[config.mk]
export PLATFORM = sky130hd
export DESIGN_NAME = jtag_tdo_mux_n
export DESIGN_NICKNAME = d
export VERILOG_FILES = /design/src/rtl/jtag_tdo_mux_n.sv
export SDC_FILE = /design/constraint.sdc
export NUM_CORES = 1
export LEC_CHECK = 0
export CAP_MARGIN = 30
export CORE_AREA = 2 2 39 41
export DETAILED_ROUTE_END_ITERATION = 10
export DIE_AREA = 0 0 41 43
export PLACE_DENSITY_LB_ADDON = 0.25
export SLEW_MARGIN = 20
export SYNTH_ARGS = -nofsm -noshare
export SYNTH_HDL_FRONTEND = slang
export SYNTH_SLANG_ARGS = --single-unit
export TNS_END_PERCENT = 10
[constraint.sdc]
create_clock -name tck -period 2 [get_ports tck]
set_clock_uncertainty 0.2 [all_clocks]
set_input_delay 0.3 -clock tck [delete_from_list [all_inputs] [get_ports tck]]
set_output_delay 0.3 -clock tck [all_outputs]
set_load 0.005 [all_outputs]
[src/rtl/jtag_tdo_mux_n.sv]
// jtag_tdo_mux_n
//   JTAG TDO output multiplexer for the DCD/DHP TAP, generalised to N_CHAN
//   data-register chains. It sits between the TAP controller / IR block and
//   the TDO pad. The block provides:
//     - a parameterised opcode table (CHAN_OPCODES)
//     - a built-in 1-bit bypass register
//     - falling-edge registered TDO and output enable
//     - exported one-hot chain selects
//     - a sticky illegal-opcode flag
//
// Optional feature (compile-time macro JTAG_SCAN_LEN_CNT_EN):
//   When the macro is defined, the block counts DR shift cycles and exports
//   the length of the last completed DR scan on scan_len_o.
//
// Ports:
//   tck                     JTAG clock; the only clock
//   trst_n                  synchronous active-low reset
//   tdi                     serial data in (feeds the bypass register)
//   state_shift_ir          TAP state decode
//   state_shift_dr          TAP state decode
//   state_pause_dr          TAP state decode
//   state_test_logic_reset  TAP state decode; clears bad_opcode_o
//   instruction_tdo         IR serial out
//   chain_tdo_i[N_CHAN]     serial out of each DR chain
//   latched_jtag_ir         current instruction
//   tdo_pad_o               TDO pad data (updated on negedge tck)
//   tdo_padoe_o             TDO pad output enable (updated on negedge tck)
//   chain_sel_o[N_CHAN]     one-hot registered chain select
//   bypass_sel_o            bypass register selected
//   bad_opcode_o            sticky: an unmapped opcode has been seen
//   scan_len_o              length of the last DR scan (macro builds only)

module jtag_tdo_mux_n #(
  parameter int unsigned IR_LENGTH      = 4,
  parameter int unsigned N_CHAN         = 4,
  parameter logic [N_CHAN*IR_LENGTH-1:0] CHAN_OPCODES = {4'h8, 4'h4, 4'h2, 4'h1},
  parameter logic [IR_LENGTH-1:0] BYPASS_OPCODE       = '1,
  parameter int unsigned SCAN_CNT_WIDTH = 16
) (
  input  logic                      tck,
  input  logic                      trst_n,
  input  logic                      tdi,
  input  logic                      state_shift_ir,
  input  logic                      state_shift_dr,
  input  logic                      state_pause_dr,
  input  logic                      state_test_logic_reset,
  input  logic                      instruction_tdo,
  input  logic [N_CHAN-1:0]         chain_tdo_i,
  input  logic [IR_LENGTH-1:0]      latched_jtag_ir,
  output logic                      tdo_pad_o,
  output logic                      tdo_padoe_o,
  output logic [N_CHAN-1:0]         chain_sel_o,
  output logic                      bypass_sel_o,
  output logic                      bad_opcode_o
`ifdef JTAG_SCAN_LEN_CNT_EN
  ,
  output logic [SCAN_CNT_WIDTH-1:0] scan_len_o
`endif
);

  logic              bypass_reg;
  logic [N_CHAN-1:0] chain_hit;
  logic              any_hit;
  logic              is_bypass;
  logic [N_CHAN-1:0] next_sel;
  logic              next_byp;
  logic              illegal;
  logic              chain_active;
  logic              chain_bit;

  // Bypass register: a 1-bit DR path, shifted on the rising edge.
  always_ff @(posedge tck) begin
    if (!trst_n) begin
      bypass_reg <= 1'b0;
    end else if (state_shift_dr) begin
      bypass_reg <= tdi;
    end
  end

  // Opcode decode.
  // The table is scanned from index 0 upward and the first hit wins, so a
  // duplicated opcode always resolves to the lowest index. The BYPASS opcode
  // overrides the table even when it also appears in it.
  always_comb begin
    chain_hit = '0;
    any_hit   = 1'b0;
    for (int unsigned i = 0; i < N_CHAN; i++) begin
      if (!any_hit && (latched_jtag_ir == CHAN_OPCODES[i*IR_LENGTH +: IR_LENGTH])) begin
        chain_hit[i] = 1'b1;
        any_hit      = 1'b1;
      end
    end
    is_bypass = (latched_jtag_ir == BYPASS_OPCODE);
    next_sel  = is_bypass ? '0 : chain_hit;
    next_byp  = is_bypass | ~any_hit;
    illegal   = ~is_bypass & ~any_hit;
  end

  // The mux uses the registered selects, so an IR change reaches TDO one
  // negedge after it is decoded.
  assign chain_active = |chain_sel_o;
  assign chain_bit    = |(chain_sel_o & chain_tdo_i);

  always_ff @(negedge tck) begin
    if (!trst_n) begin
      chain_sel_o  <= '0;
      bypass_sel_o <= 1'b0;
      bad_opcode_o <= 1'b0;
      tdo_pad_o    <= 1'b0;
      tdo_padoe_o  <= 1'b0;
    end else begin
      chain_sel_o  <= next_sel;
      bypass_sel_o <= next_byp;
      // When set and clear occur on the same edge, clear wins.
      if (state_test_logic_reset) begin
        bad_opcode_o <= 1'b0;
      end else if (illegal) begin
        bad_opcode_o <= 1'b1;
      end
      tdo_padoe_o <= state_shift_ir | state_shift_dr | state_pause_dr;
      if (state_shift_ir) begin
        tdo_pad_o <= instruction_tdo;
      end else if (chain_active) begin
        tdo_pad_o <= chain_bit;
      end else begin
        tdo_pad_o <= bypass_reg;
      end
    end
  end

`ifdef JTAG_SCAN_LEN_CNT_EN
  logic [SCAN_CNT_WIDTH-1:0] scan_cnt;

  // The counter saturates at all-ones and holds through pause_dr.
  // Its value is published when the scan leaves shift_dr / pause_dr.
  always_ff @(posedge tck) begin
    if (!trst_n) begin
      scan_cnt   <= '0;
      scan_len_o <= '0;
    end else if (state_shift_dr) begin
      if (scan_cnt != '1) begin
        scan_cnt <= scan_cnt + 1'b1;
      end
    end else if (!state_pause_dr && (scan_cnt != '0)) begin
      scan_len_o <= scan_cnt;
      scan_cnt   <= '0;
    end
  end
`endif

endmodule

Word level (Yosys, flattened, before mapping)
Index checks and enable logic that the tools add are counted.
{ "totals": {"input_bits": 16, "output_inout_bits": 8, "register_bits": 9} }
{ "classes": {"n_bitwise": 8, "n_mux": 9, "n_eq_ne": 5, "n_reduce_logical": 10} }
{ "ops": {"columns": ["op", "n"], "rows": [
  ["1-bit 2-to-1 mux", 9],
  ["4-bit equality test (second input constant)", 2],
  ["4-bit OR reduction", 2],
  ["4-bit bitwise AND", 1],
  ["4-bit by 1-bit equality test with 1-bit output (second input constant)", 1],
  ["4-bit by 2-bit equality test with 1-bit output (second input constant)", 1],
  ["4-bit by 3-bit equality test with 1-bit output (second input constant)", 1],
  ["2-bit OR reduction", 2],
  ["1-bit logical AND", 3],
  ["1-bit zero test", 3],
  ["1-bit NOT", 3],
  ["1-bit bitwise OR", 3],
  ["1-bit bitwise AND", 1]
]} }

Longest topological paths before layout
Gate-level depths: netlist of run 1.
{ "logic_depth": {"depth_word": 13, "ltp_mapped": 3} }

==> impl_metrics.ini, run 1 <==
[synth]
synth_area_per_cell_um2 = 9.228
ys_warn_count = 0
synth_top_cells_by_area = dfxtp_1 (49%), inv_1 (5.1%), nor3_1 (4.1%)
yosys-top-cells-count = dfxtp_1 (9), inv_1 (5), nor2_1 (4), nor3_1 (3)
synth_flop_cell = dfxtp_1
syn_area_um2 = 369.1
synth_edf_count = 0
synth_top_cell_by_area = dfxtp_1
yosys.area.top_type_share_pct = 48.81
ys_seq_elements = 9
yosysMostFrequentCell = dfxtp_1
synth_cell_types = 21
syn_nets = 56
syn-instance-count = 40
ys_async_sr_fraction_pct = 0
synth.yosys.seq_area_share_pct = 48.81

[global_routing]
grt_max_degree = 7
grtUsageTotal_pct = 13.19
grt.met3_usage_pct = 5.236
grt_pass1_wl_um = 1587
grt_pass1_vias = 441
use_met1_pct = 11.69
antenna_found_initial = 0
grtUsageMet2_pct = 21.88
busiest_layer = met2
overflow = 0

[worst_setup_path]
worstSetupEndpoint = chain_sel_o[3]
cp-startpoint = chain_sel_o[3]
r2r-end = tdo_pad_o
cp-end-kind = output port
critPathKind = reg -> out
worstReg2RegStart = bypass_reg
worstRegToRegCells = 2
timing.critical_path.arrival_ps = 1740
crit_fanout = 2
path_buf_inv = 1
slowest_delay_ps = 300
path_cells = buf_2
required_ps = 1500
cp_slowest_cell = dfxtp_2
cpLargestDelayFamily = flip-flops
crit_cells = 1
critPathLaunchType = flop
rrSetupSlack_ps = 220

[timing]
tightest_slew_ps = 292.9
slew_violations = 0
hold_viol_final = 0
whs_ps = 277.3
setup_viol = 13
worst_slack_ps = -240.9
rsz0062_at_grt = yes
timing.max_slew.rel_slack_pct = 80.29

[worst_hold_path]
min_from = bad_opcode_o
whs_path_depth = 2
worstHoldPathType = reg -> reg

[drt]
drtIter0Drc = 12
drc_errors = 0
vias = 480
drt_wl_total_um = 1053
drtAntennaViolNets = 0
via_per_inst = 4.706
post_drt_wl_per_cell_um = 10.32
dr.pass1.iters = 4

[pwr]
p_switching_w = 0.0001349
pwr-share-clk_pct = 40.5
p_per_area_nw_per_um2 = 606.6
p_sw_share_pct = 28.63
peakVddDrop_mv = 0.2305
p_comb_share_pct = 18.7
seqPwrFrac_pct = 40.8
p_leak_nw = 0.3904
internal_power_w = 0.0003364

[floorplan]
die_w_um = 41
fp.dieH_um = 43
die_area_um2 = 1763
start_util_pct = 26.67
rows = 14
pin_count = 24
core_um2 = 1384

[cells_and_area]
fillCellCount = 147
largest_register_ffs = 4
diodes = 0
area_growth_pct = 110.5
regMostFlops = chain_sel_o
layoutNonFillerInstCount = 102
drive_above_1_share_pct = 46.51
nNetsFinal = 103

[clock_tree]
cts_max_path_buffers = 2
clkSinkCount = 9
numCtsBuffers = 3
ctsHoldBuffers = 0
clock-root-buffer = clkbuf_4
htreeDepth = 1
clk_pin_slew_ps = 30
clk_latency_ps = 320
cts_tree = built

[outcome]
outcome = complete, but fails checks
violations = negative setup slack

[placement]
placed_cells = 90
place_hpwl_um = 784.3
gp_congestion = 0.6773
port_buffers = 23

[run]
maxCapViolCount = 0
==> worst reg2reg max path, delay by kind of cell, from the launching register on <==
family / cells / cell delay, ps
flops: 1 / 340
compound gates: 1 / 170
simple gates: 1 / 50
==> power groups by stage <==
stage / combinational (W) / sequential (W) / clock [W]
5_1_grt: 0.0000956 / 0.000193 / 0.000232
4_1_cts: 0.0000880 / 0.000192 / 0.000204
3_5_place_dp: 0.0000966 / 0.000195 / 0.0000278
2_1_floorplan: 0.0000270 / 0.000196 / 0.0000278
3_3_place_gp: 0.0000961 / 0.000195 / 0.0000278
6_report: 0.0000881 / 0.000192 / 0.000191
==> layer usage <==
metal,wire length [µm],up-vias
li1,-,242
met1,414,214
met2,540,24
met3,98,0
met4,0,0
met5,0,-
==> cells by family after synthesis <==
kind of cell,synth area share [%]
muxes,2.712
AOI/OAI and AO/OA,20.34
DFF,48.81
and+or+nand+nor,20.68
buffers and inverters,5.085
xor gates and xnor gates,2.373
==> area by class of cell <==
type	count	area (µm²)	share of cell area, %
repair buffers	35	277.8	35.75
multi-input cells	26	221.5	28.50
flip-flops and latches	9	186.4	23.99
clock inverters	9	33.78	4.348
clock buffers	3	22.52	2.899
well taps	16	20.02	2.576
inverters	4	15.01	1.932
==> how the worst min path moves through the flow <==
stage	endpoint	slack (ps)
2_1_floorplan	bypass_reg	250
3_3_place_gp	bad_opcode_o	290
3_5_place_dp	bad_opcode_o	280
4_1_cts	bad_opcode_o	280
5_1_grt	bad_opcode_o	320
6_report	bad_opcode_o	280
==> cells in the final DEF, fill, tap and decap left out <==
cell	Yosys	routed
inv_1	5	12
buf_4	0	12
clkdlybuf4s50_1	0	6
buf_2	0	6
dfxtp_2	0	5
dlygate4sd2_1	0	5
dfxtp_1	9	4
nor2_1	4	3
clkbuf_4	0	3
buf_6	0	3
nor3_1	3	2
nor3b_2	0	2
nand2_1	2	2
clkbuf_2	0	2
xnor2_4	0	1
o21a_1	1	1
a211oi_2	0	1
and3_4	0	1
o211a_1	1	1
a2111oi_2	1	1
nor2_2	0	1
a311oi_1	1	1
or3_4	0	1
nor3_2	0	1
nor4_1	1	1
a222oi_1	1	1
a21oi_1	1	1
o21ai_0	1	1
a31oi_1	1	1
mux2i_1	1	1
nand3_1	1	1
clkinv_1	0	1
clkdlybuf4s15_1	0	1
==> repair_timing <==
item                                    CTS  global route
resized for setup                        54             7
pin swaps                                 5             1
setup buffers                             1             0
cloned                                    0             0
endpoints found under the setup margin   16            15
==> metrics by stage <==
step / TNS, ps / utilization [%] / worst slack [ps] / area, µm² / power [W]
after global placement: -7634 / 52.80 / -824.3 / 730.7 / 0.0003185
after CTS: -2538 / 55.33 / -260.8 / 765.7 / 0.0004843
after global routing: -2869 / 56.15 / -281.9 / 777.0 / 0.0005197
after detailed placement: -7677 / 52.80 / -838.9 / 730.7 / 0.0003192
final: -2334 / 56.15 / -240.9 / 777.0 / 0.0004713
after floorplan: -533.9 / - / -144.9 / 397.9 / 0.0002503
Note: power is estimated with default switching activity, not from simulation.
==> run 2, diff against run 1 <==
==> constraint.sdc (replaced) <==
create_clock -name tck -period 2.3 [get_ports tck]
set_clock_uncertainty 0.2 [all_clocks]
set_input_delay 0.345 -clock tck [delete_from_list [all_inputs] [get_ports tck]]
set_output_delay 0.345 -clock tck [all_outputs]
set_load 0.005 [all_outputs]
==> impl_metrics.ini, run 2 (synthesized netlist as in run 1, its figures left out) <==
[timing]
worst_slack_ps = -138.7
hold_viol_final = 0
slew_violations = 0
whs_ps = 277.3
tightest_slew_ps = 292.1
timing.max_slew.rel_slack_pct = 80.35
rsz0062_at_grt = yes
setup_viol = 10

[clock_tree]
clk_latency_ps = 320
clkSinkCount = 9
clock-root-buffer = clkbuf_4
htreeDepth = 1
cts_max_path_buffers = 2
numCtsBuffers = 3
clk_pin_slew_ps = 30
ctsHoldBuffers = 0
cts_tree = built

[pwr]
seqPwrFrac_pct = 40.8
p_per_area_nw_per_um2 = 526.1
p_leak_nw = 0.3979
peakVddDrop_mv = 0.2006
fin_total_pwr_w = 0.0004101
p_sw_share_pct = 28.47
p_switching_w = 0.0001168
pwr-share-clk_pct = 40.5
p_comb_share_pct = 18.7
internal_power_w = 0.0002933

[worst_setup_path]
cp_slowest_cell = dfxtp_2
timing.critical_path.arrival_ps = 1890
cp-startpoint = chain_sel_o[3]
worstReg2RegStart = bypass_reg
critPathLaunchType = flop
worstRegToRegCells = 2
cp-end-kind = output port
slowest_delay_ps = 310
required_ps = 1750
rrSetupSlack_ps = 370
worstSetupEndpoint = chain_sel_o[3]
crit_fanout = 2
path_cells = buf_2
r2r-end = tdo_pad_o
cpLargestDelayFamily = flip-flops
critPathKind = reg -> out
path_buf_inv = 1
crit_cells = 1

[floorplan]
die_w_um = 41
start_util_pct = 26.67
core_um2 = 1384
fp.dieH_um = 43
pin_count = 24
rows = 14
die_area_um2 = 1763

[worst_hold_path]
whs_path_depth = 2
worstHoldPathType = reg -> reg

[global_routing]
grt_max_degree = 7
antenna_found_initial = 0
grt_pass1_wl_um = 1587
overflow = 0
grtUsageTotal_pct = 13.19
grt_pass1_vias = 446

[placement]
port_buffers = 23
place_hpwl_um = 784.3
placed_cells = 90
gp_congestion = 0.6773

[drt]
drt_wl_total_um = 1035
drt-met1-wl_um = 396
dr.pass1.iters = 4
wl_met2_um = 530
post_drt_wl_per_cell_um = 10.15
drtAntennaViolNets = 0
vias = 480
dr_wl_met3_um = 109
drc_errors = 0
via_per_inst = 4.706
routed.top_layer = met3
drtIter0Drc = 7

[cells_and_area]
layout_common_cells = inv_1 (12), buf_4 (12), clkdlybuf4s50_1 (7)
seq_area_um2 = 186.4
fillCellCount = 147
layoutNonFillerInstCount = 102
diodes = 0
drive_above_1_share_pct = 44.19
nNetsFinal = 103
regMostFlops = chain_sel_o
largest_register_ffs = 4
multiInputGateArea_um2 = 216.5
area_growth_pct = 111.2

[run]
maxCapViolCount = 0

[outcome]
violations = negative setup slack
outcome = complete, but fails checks
run 2: cell count changes in the layout (fill, tap and decap cells not counted):
cell / before / now
buf_2: 6 / 5
clkdlybuf4s15_1: 1 / 0
clkdlybuf4s50_1: 6 / 7
dlymetal6s2s_1: 0 / 1
nor3_1: 2 / 3
nor3_2: 1 / 0
run 2: worst min path at each step:
stage	startpoint	endpoint
global placement	bad_opcode_o	bad_opcode_o
CTS	bad_opcode_o	bad_opcode_o
finish	bad_opcode_o	bad_opcode_o
detailed placement	bad_opcode_o	bad_opcode_o
floorplan	bypass_reg	bypass_reg
global route	bad_opcode_o	bad_opcode_o
run 2: metal layers:
metal	GRT usage, %	up-vias
li1	-	243
met5	0	-
met3	5.236	0
met1	11.69	213
met2	21.88	24
met4	10.00	0
run 2: timing repair:
item / CTS / global route
buffers inserted: 1 / 0
endpoints found under the setup margin: 15 / 14
gates resized for setup: 48 / 7
pin swaps: 5 / 1
run 2: per-stage QoR:
stage               setup slack, ps  area (µm²)  utilization [%]  setup TNS, ps
finish                       -138.7       779.5            56.33          -1134
global route                 -176.9       779.5            56.33          -1563
CTS                          -155.8       767.0            55.43          -1289
detailed placement           -733.9       730.7            52.80          -5997
global placement             -719.3       730.7            52.80          -5954
floorplan                    -39.94       397.9                -         -85.74
run 2: area by class of cell:
type,count,share of cell area (%)
Timing Repair Buffer,35,36.60
Multi-Input combinational cell,26,27.77
Sequential cell,9,23.92
Clock inverter,9,4.334
Clock buffer,3,2.889
Tap cell,16,2.568
Inverter,4,1.926
run 2: power groups by stage:
stage,clock network [W],logic (W),registers [W]
floorplan,0.0000241,0.0000234,0.000170
global placement,0.0000241,0.0000836,0.000169
detailed placement,0.0000241,0.0000840,0.000169
CTS,0.000177,0.0000773,0.000167
global route,0.000201,0.0000834,0.000168
finish,0.000166,0.0000768,0.000167
==> run 3, diff against run 2 <==
--- a/config.mk
+++ b/config.mk
@@ -5,12 +5,12 @@
 export SDC_FILE = /design/constraint.sdc
 export NUM_CORES = 1
 export LEC_CHECK = 0
-export CAP_MARGIN = 30
+export CAP_MARGIN = 25
 export CORE_AREA = 2 2 39 41
 export DETAILED_ROUTE_END_ITERATION = 10
 export DIE_AREA = 0 0 41 43
 export PLACE_DENSITY_LB_ADDON = 0.25
-export SLEW_MARGIN = 20
+export SLEW_MARGIN = 30
 export SYNTH_ARGS = -nofsm -noshare
 export SYNTH_HDL_FRONTEND = slang
 export SYNTH_SLANG_ARGS = --single-unit
==> results of run 3 <==
The final DEF is identical to that of run 2; final timing and power are the same.
